## src/rtl/clk_div_n.sv

```systemverilog
// Integer clock divider with a runtime-programmable divisor applied only at period boundaries.
// Optional macro CLK_DIV_ODD_DUTY50_EN adds a falling-edge stage for 50% duty at odd divisors.
module clk_div_n #(
  parameter int CNT_W   = 8,
  parameter int DIV_RST = 3
) (
  input  logic             clk_i,
  input  logic             rst_i,
  input  logic             en_i,
  input  logic [CNT_W-1:0] div_i,
  input  logic             div_load_i,
  output logic             q_o,
  output logic             tick_o,
  output logic [CNT_W-1:0] div_o,
  output logic             cfg_err_o
);

  localparam int               DIV_RST_CL = (DIV_RST < 2) ? 2 : DIV_RST;
  localparam logic [CNT_W-1:0] DIV_INIT   = CNT_W'(DIV_RST_CL);
  localparam logic [CNT_W-1:0] DIV_MIN    = CNT_W'(2);

  logic [CNT_W-1:0] cnt, act_div, pend_div;
  logic             pend_vld, q_pos, tick, cfg_err, en_d;

  logic [CNT_W-1:0] nxt_cnt, nxt_act, nxt_pend, load_div;
  logic             nxt_pvld, nxt_tick, nxt_q, load_low, wrap;

  always_comb begin
    load_low = (div_i < DIV_MIN);
    load_div = load_low ? DIV_MIN : div_i;
    // A stopped divider always restarts with a fresh period.
    wrap     = !en_d || (cnt == act_div - 1'b1);

    nxt_cnt  = cnt;
    nxt_act  = act_div;
    nxt_pend = pend_div;
    nxt_pvld = pend_vld;
    nxt_tick = 1'b0;
    nxt_q    = 1'b0;

    if (!en_i || wrap) begin
      nxt_cnt  = '0;
      nxt_tick = en_i;
      // A load on a boundary edge goes straight to the new period.
      if (div_load_i) begin
        nxt_act  = load_div;
        nxt_pvld = 1'b0;
      end else if (pend_vld) begin
        nxt_act  = pend_div;
        nxt_pvld = 1'b0;
      end
    end else begin
      nxt_cnt = cnt + 1'b1;
      if (div_load_i) begin
        nxt_pend = load_div;
        nxt_pvld = 1'b1;
      end
    end

    if (en_i) begin
      nxt_q = (nxt_cnt < (nxt_act >> 1));
    end
  end

  always_ff @(posedge clk_i) begin
    if (rst_i) begin
      cnt      <= '0;
      act_div  <= DIV_INIT;
      pend_div <= DIV_INIT;
      pend_vld <= 1'b0;
      q_pos    <= 1'b0;
      tick     <= 1'b0;
      cfg_err  <= 1'b0;
      en_d     <= 1'b0;
    end else begin
      cnt      <= nxt_cnt;
      act_div  <= nxt_act;
      pend_div <= nxt_pend;
      pend_vld <= nxt_pvld;
      q_pos    <= nxt_q;
      tick     <= nxt_tick;
      cfg_err  <= div_load_i && load_low;
      en_d     <= en_i;
    end
  end

`ifdef CLK_DIV_ODD_DUTY50_EN
  logic q_neg;

  // Half-cycle delayed copy stretches the high phase by half a cycle for odd N.
  always_ff @(negedge clk_i) begin
    if (rst_i) begin
      q_neg <= 1'b0;
    end else begin
      q_neg <= q_pos;
    end
  end

  assign q_o = act_div[0] ? (q_pos | q_neg) : q_pos;
`else
  assign q_o = q_pos;
`endif

  assign tick_o    = tick;
  assign div_o     = act_div;
  assign cfg_err_o = cfg_err;

endmodule

```

## config.mk

```make
export PLATFORM = sky130hd
export DESIGN_NAME = clk_div_n
export DESIGN_NICKNAME = d
export VERILOG_FILES = /design/src/rtl/clk_div_n.sv
export SDC_FILE = /design/constraint.sdc
export NUM_CORES = 1
export LEC_CHECK = 0
export ABC_CLOCK_PERIOD_IN_PS = 5540
export BUFFER_PORTS_ARGS = -buffer_cell sky130_fd_sc_hd__buf_2
export CORE_UTILIZATION = 50
export CTS_CLUSTER_DIAMETER = 150
export DETAILED_ROUTE_END_ITERATION = 8
export GPL_TIMING_DRIVEN = 0
export PLACE_DENSITY = 0.8
export SYNTH_ARGS = -nofsm -noshare
export SYNTH_HDL_FRONTEND = slang
export SYNTH_SLANG_ARGS = --single-unit
```

## constraint.sdc

```tcl
create_clock -name clk_i -period 5.54 [get_ports clk_i]
set_input_delay 0.277 -clock clk_i [delete_from_list [all_inputs] [get_ports clk_i]]
set_output_delay 0.277 -clock clk_i [all_outputs]
set_load 0.03 [all_outputs]
```

==> results.sh <==
export IMPL_gp_congestion=0.823
export IMPL_endpoint_kind="flip-flop"
export IMPL_clock_sinks=29
export IMPL_grt_pass1_wl_um=5680
export IMPL_diodes=0
export IMPL_grt_overflow=0
export IMPL_ys_flop_type="dfxtp_1"
export IMPL_htreeDepth=2
export IMPL_post_drt_wl_per_cell_um=13.2
export IMPL_crit_type="reg2reg"
export IMPL_postCtsHoldBufs=0
export IMPL_grt_pass1_vias=1214
export IMPL_crit_top_cell="or4_1"
export IMPL_ys_top_cells_by_area="dfxtp_1, nor2_1, ha_1, xnor2_1, mux2i_1"
export IMPL_cellPowerDensity_mw_per_mm2=243
export IMPL_grt_antenna_before_repair=0
export IMPL_vias_per_cell=5.39
export IMPL_gr_max_usage_layer="met2"
export IMPL_cts_tree="done"
export IMPL_crit_path_max_fanout=10
export IMPL_totalWireLength_um=3440
export IMPL_post_cts_setup_buffers=0
export IMPL_worst_setup_path_start_kind="flip-flop"
export IMPL_n_fill_cell=294
export IMPL_drt_iter0_drc=48
export IMPL_p_leak_uw=0.000808
export IMPL_multi_input_area_um2=933
export IMPL_synth_cell_types=42
export IMPL_fin_crit_sh_pct=63.3
export IMPL_syn_avg_cell_area_um2=8.50
export IMPL_power_internal_uw=316
export IMPL_hp_class="in2reg"
export IMPL_syn_inst=187
export IMPL_post_dp_hpwl_um=2670
export IMPL_async_flop_share_pct=0
export IMPL_seq_power_share_pct=50.8
export IMPL_cts_resized=0
export IMPL_route_detailed_drc=1
export IMPL_seqCellArea_um2=581
export IMPL_synth_area_mm2=0.00159
export IMPL_core_mm2=0.00303
export IMPL_cp_data_arrival_time_ns=3.75
export IMPL_syn_num_nets=207
export IMPL_ys_seq_elements=29
export IMPL_worstMarginPinSlew_ns=0.434
export IMPL_worstPathRequired_ns=5.78
export IMPL_area_growth_pct=14.5
export IMPL_grt_util_met1_pct=30.6
export IMPL_synth_edf_count=0
export IMPL_timing_fmax_ghz=0.285
export IMPL_finalNonFillerCells=260
export IMPL_met3_usage_pct=5.49
export IMPL_pwr_share_clk_pct=33.6
export IMPL_synth_top_area_share_pct=36.5
export IMPL_ir_drop_uv=169
export IMPL_ys_warn_count=0
export IMPL_path_clk_slew_ns=0.10
export IMPL_use_met2_pct=33.5
export IMPL_fin_nets=235
export IMPL_drv_cap=0
export IMPL_cts_buffers=5
export IMPL_crit_chain="or4_1 -> or4_1 -> nand3_1 -> a41o_1 -> buf_6 -> o21ai_4 -> a22oi_1 -> ha_1 -> a21o_1 -> a21oi_1 -> nor2b_1 -> o21ai_0 -> nand2_1 -> a41oi_1"
export IMPL_clockBufferDepth=2
export IMPL_grtUsageTotal_pct=22.1
export IMPL_dp_cells=252
export IMPL_grt_max_degree=11
export IMPL_synth_area_leader_cell="dfxtp_1"
export IMPL_dieHeight_um=58.4
export IMPL_finClkSkew_ns=0.0129
export IMPL_route_vias_total=1401
export IMPL_antenna_left=0
export IMPL_p_comb_share_pct=15.5
export IMPL_start_util_pct=52.5
export IMPL_num_rows=20
export IMPL_clock_latency_ns=0.33
export IMPL_die_area_mm2=0.00341
export IMPL_timing_final_setup_violations=0
export IMPL_critPathMaxStageDelay_ns=0.57
export IMPL_min_period_ns=3.51
export IMPL_root_buffer="clkbuf_4"
export IMPL_rsz0062_at_grt="no"
export IMPL_dr_pass1_iters=6
export IMPL_relSlewSlack_pct=71.1
export IMPL_crit_slowest_cell="or4_1"
export IMPL_io_pins=23
export IMPL_setup_tns_ns=0
export IMPL_status="finished with violations"
export IMPL_violations="DRC"
export IMPL_post_route_cells_drive_above_1_share_pct=17.1
export IMPL_hold_violations=0
export IMPL_drv_slew=0
export IMPL_switchingPower_uw=126
export IMPL_switching_share_pct=28.5
export IMPL_io_buffers=21
export IMPL_seq_area_frac_synth_pct=36.5
export IMPL_dieWidth_um=58.4
==> synthesized netlist by cell type (3+ instances only) <==
library cell / n
nor2_1: 32
mux2i_1: 7
xnor2_1: 9
a21oi_1: 4
dfxtp_1: 29
o21ai_0: 4
a22oi_1: 6
ha_1: 8
clkbuf_1: 3
a22o_1: 5
nand3_1: 7
o211ai_1: 3
nand2_1: 15
nor3_1: 5
inv_1: 9
nand2b_1: 3
xor2_1: 5
==> sequential cells by signal (all words and copies together) (netlist names) <==
name       flops
tick_o         1
en_d           1
pend_div       8
pend_vld       1
cfg_err_o      1
q_o            1
cnt            8
div_o          8
==> metrics by stage <==
step                      utilization, %  worst slack (ns)  cell area (um^2)  total power (uW)  hold WS [ns]
after global routing                60.1              1.76              1820               459         0.214
after detailed placement            57.8              2.02              1750               298         0.455
after CTS                           60.1              2.00              1820               444         0.187
final                               60.1              2.03              1820               442         0.205
after global placement              57.8              2.10              1750               296         0.453
after floorplan                        -              2.32              1590               276         0.421
==> layer usage <==
layer  part of all wire (%)  vias to the layer above
li1                       -                      720
met1                     49                      631
met2                     44                       43
met3                    5.4                        7
met4                    1.7                        0
met5                      0                        -
==> power groups by stage <==
stage | Combinational (uW) | Sequential (uW) | Clock, uW
3_5_place_dp | 68.4 | 229 | 0
4_1_cts | 68.7 | 224 | 151
6_report | 68.7 | 224 | 149
3_3_place_gp | 67.1 | 229 | 0
2_1_floorplan | 40.4 | 236 | 0
5_1_grt | 75.8 | 226 | 158
==> cell families after synthesis <==
family / count (synthesis) / share of synthesized area (%)
buffers and inverters: 16 / 4.80
flip-flops: 29 / 36.5
XOR/XNOR: 14 / 7.71
multiplexers: 7 / 4.41
adder cells (fa/ha/maj): 8 / 6.29
AND/OR/NAND/NOR: 79 / 23.6
AO/OA/AOI/OAI: 34 / 16.7
==> final cells by class <==
type | instances | share of cell area (%)
flip-flops and latches | 29 | 31.9
well taps | 44 | 3.02
repair buffers | 21 | 5.77
inverters | 9 | 1.86
plain buffers | 7 | 2.34
clock inverters | 1 | 0.275
multi-input cells | 142 | 51.3
clock buffers | 7 | 3.57
==> path summary, 6_finish.rpt <==
| path | from | endpoint | slack [ns] | cells past startpoint |
|---|---|---|---|---|
| setup reg to reg | div_o[0] | q_o | 2.03 | 14 |
| hold reg to reg | en_d | tick_o | 0.48 | 1 |
| hold / removal | div_i[7] | pend_div[7] | 0.21 | 3 |
| setup / recovery | div_o[0] | q_o | 2.03 | 14 |
==> critical path: cells and delay by family, from the launching register on <==
| family | cells | cell delay, ns |
|---|---|---|
| AND/OR/NAND/NOR | 5 | 1.34 |
| AO/OA/AOI/OAI | 7 | 1.25 |
| flip-flops | 1 | 0.39 |
| adder cells (fa/ha/maj) | 1 | 0.29 |
| buffers and inverters | 1 | 0.15 |
==> placed cells by master, fill, tap and decap left out, types with 4 or more instances in the layout <==
cell,count
nor2_1,32
dfxtp_1,29
buf_2,22
nand2_1,15
xnor2_1,9
inv_1,9
ha_1,8
nand3_1,7
mux2i_1,7
a22oi_1,6
nor3_1,5
xor2_1,5
a22o_1,5
clkbuf_4,5
o21ai_0,4
a21oi_1,4
Note: power is estimated with default switching activity, not from simulation.
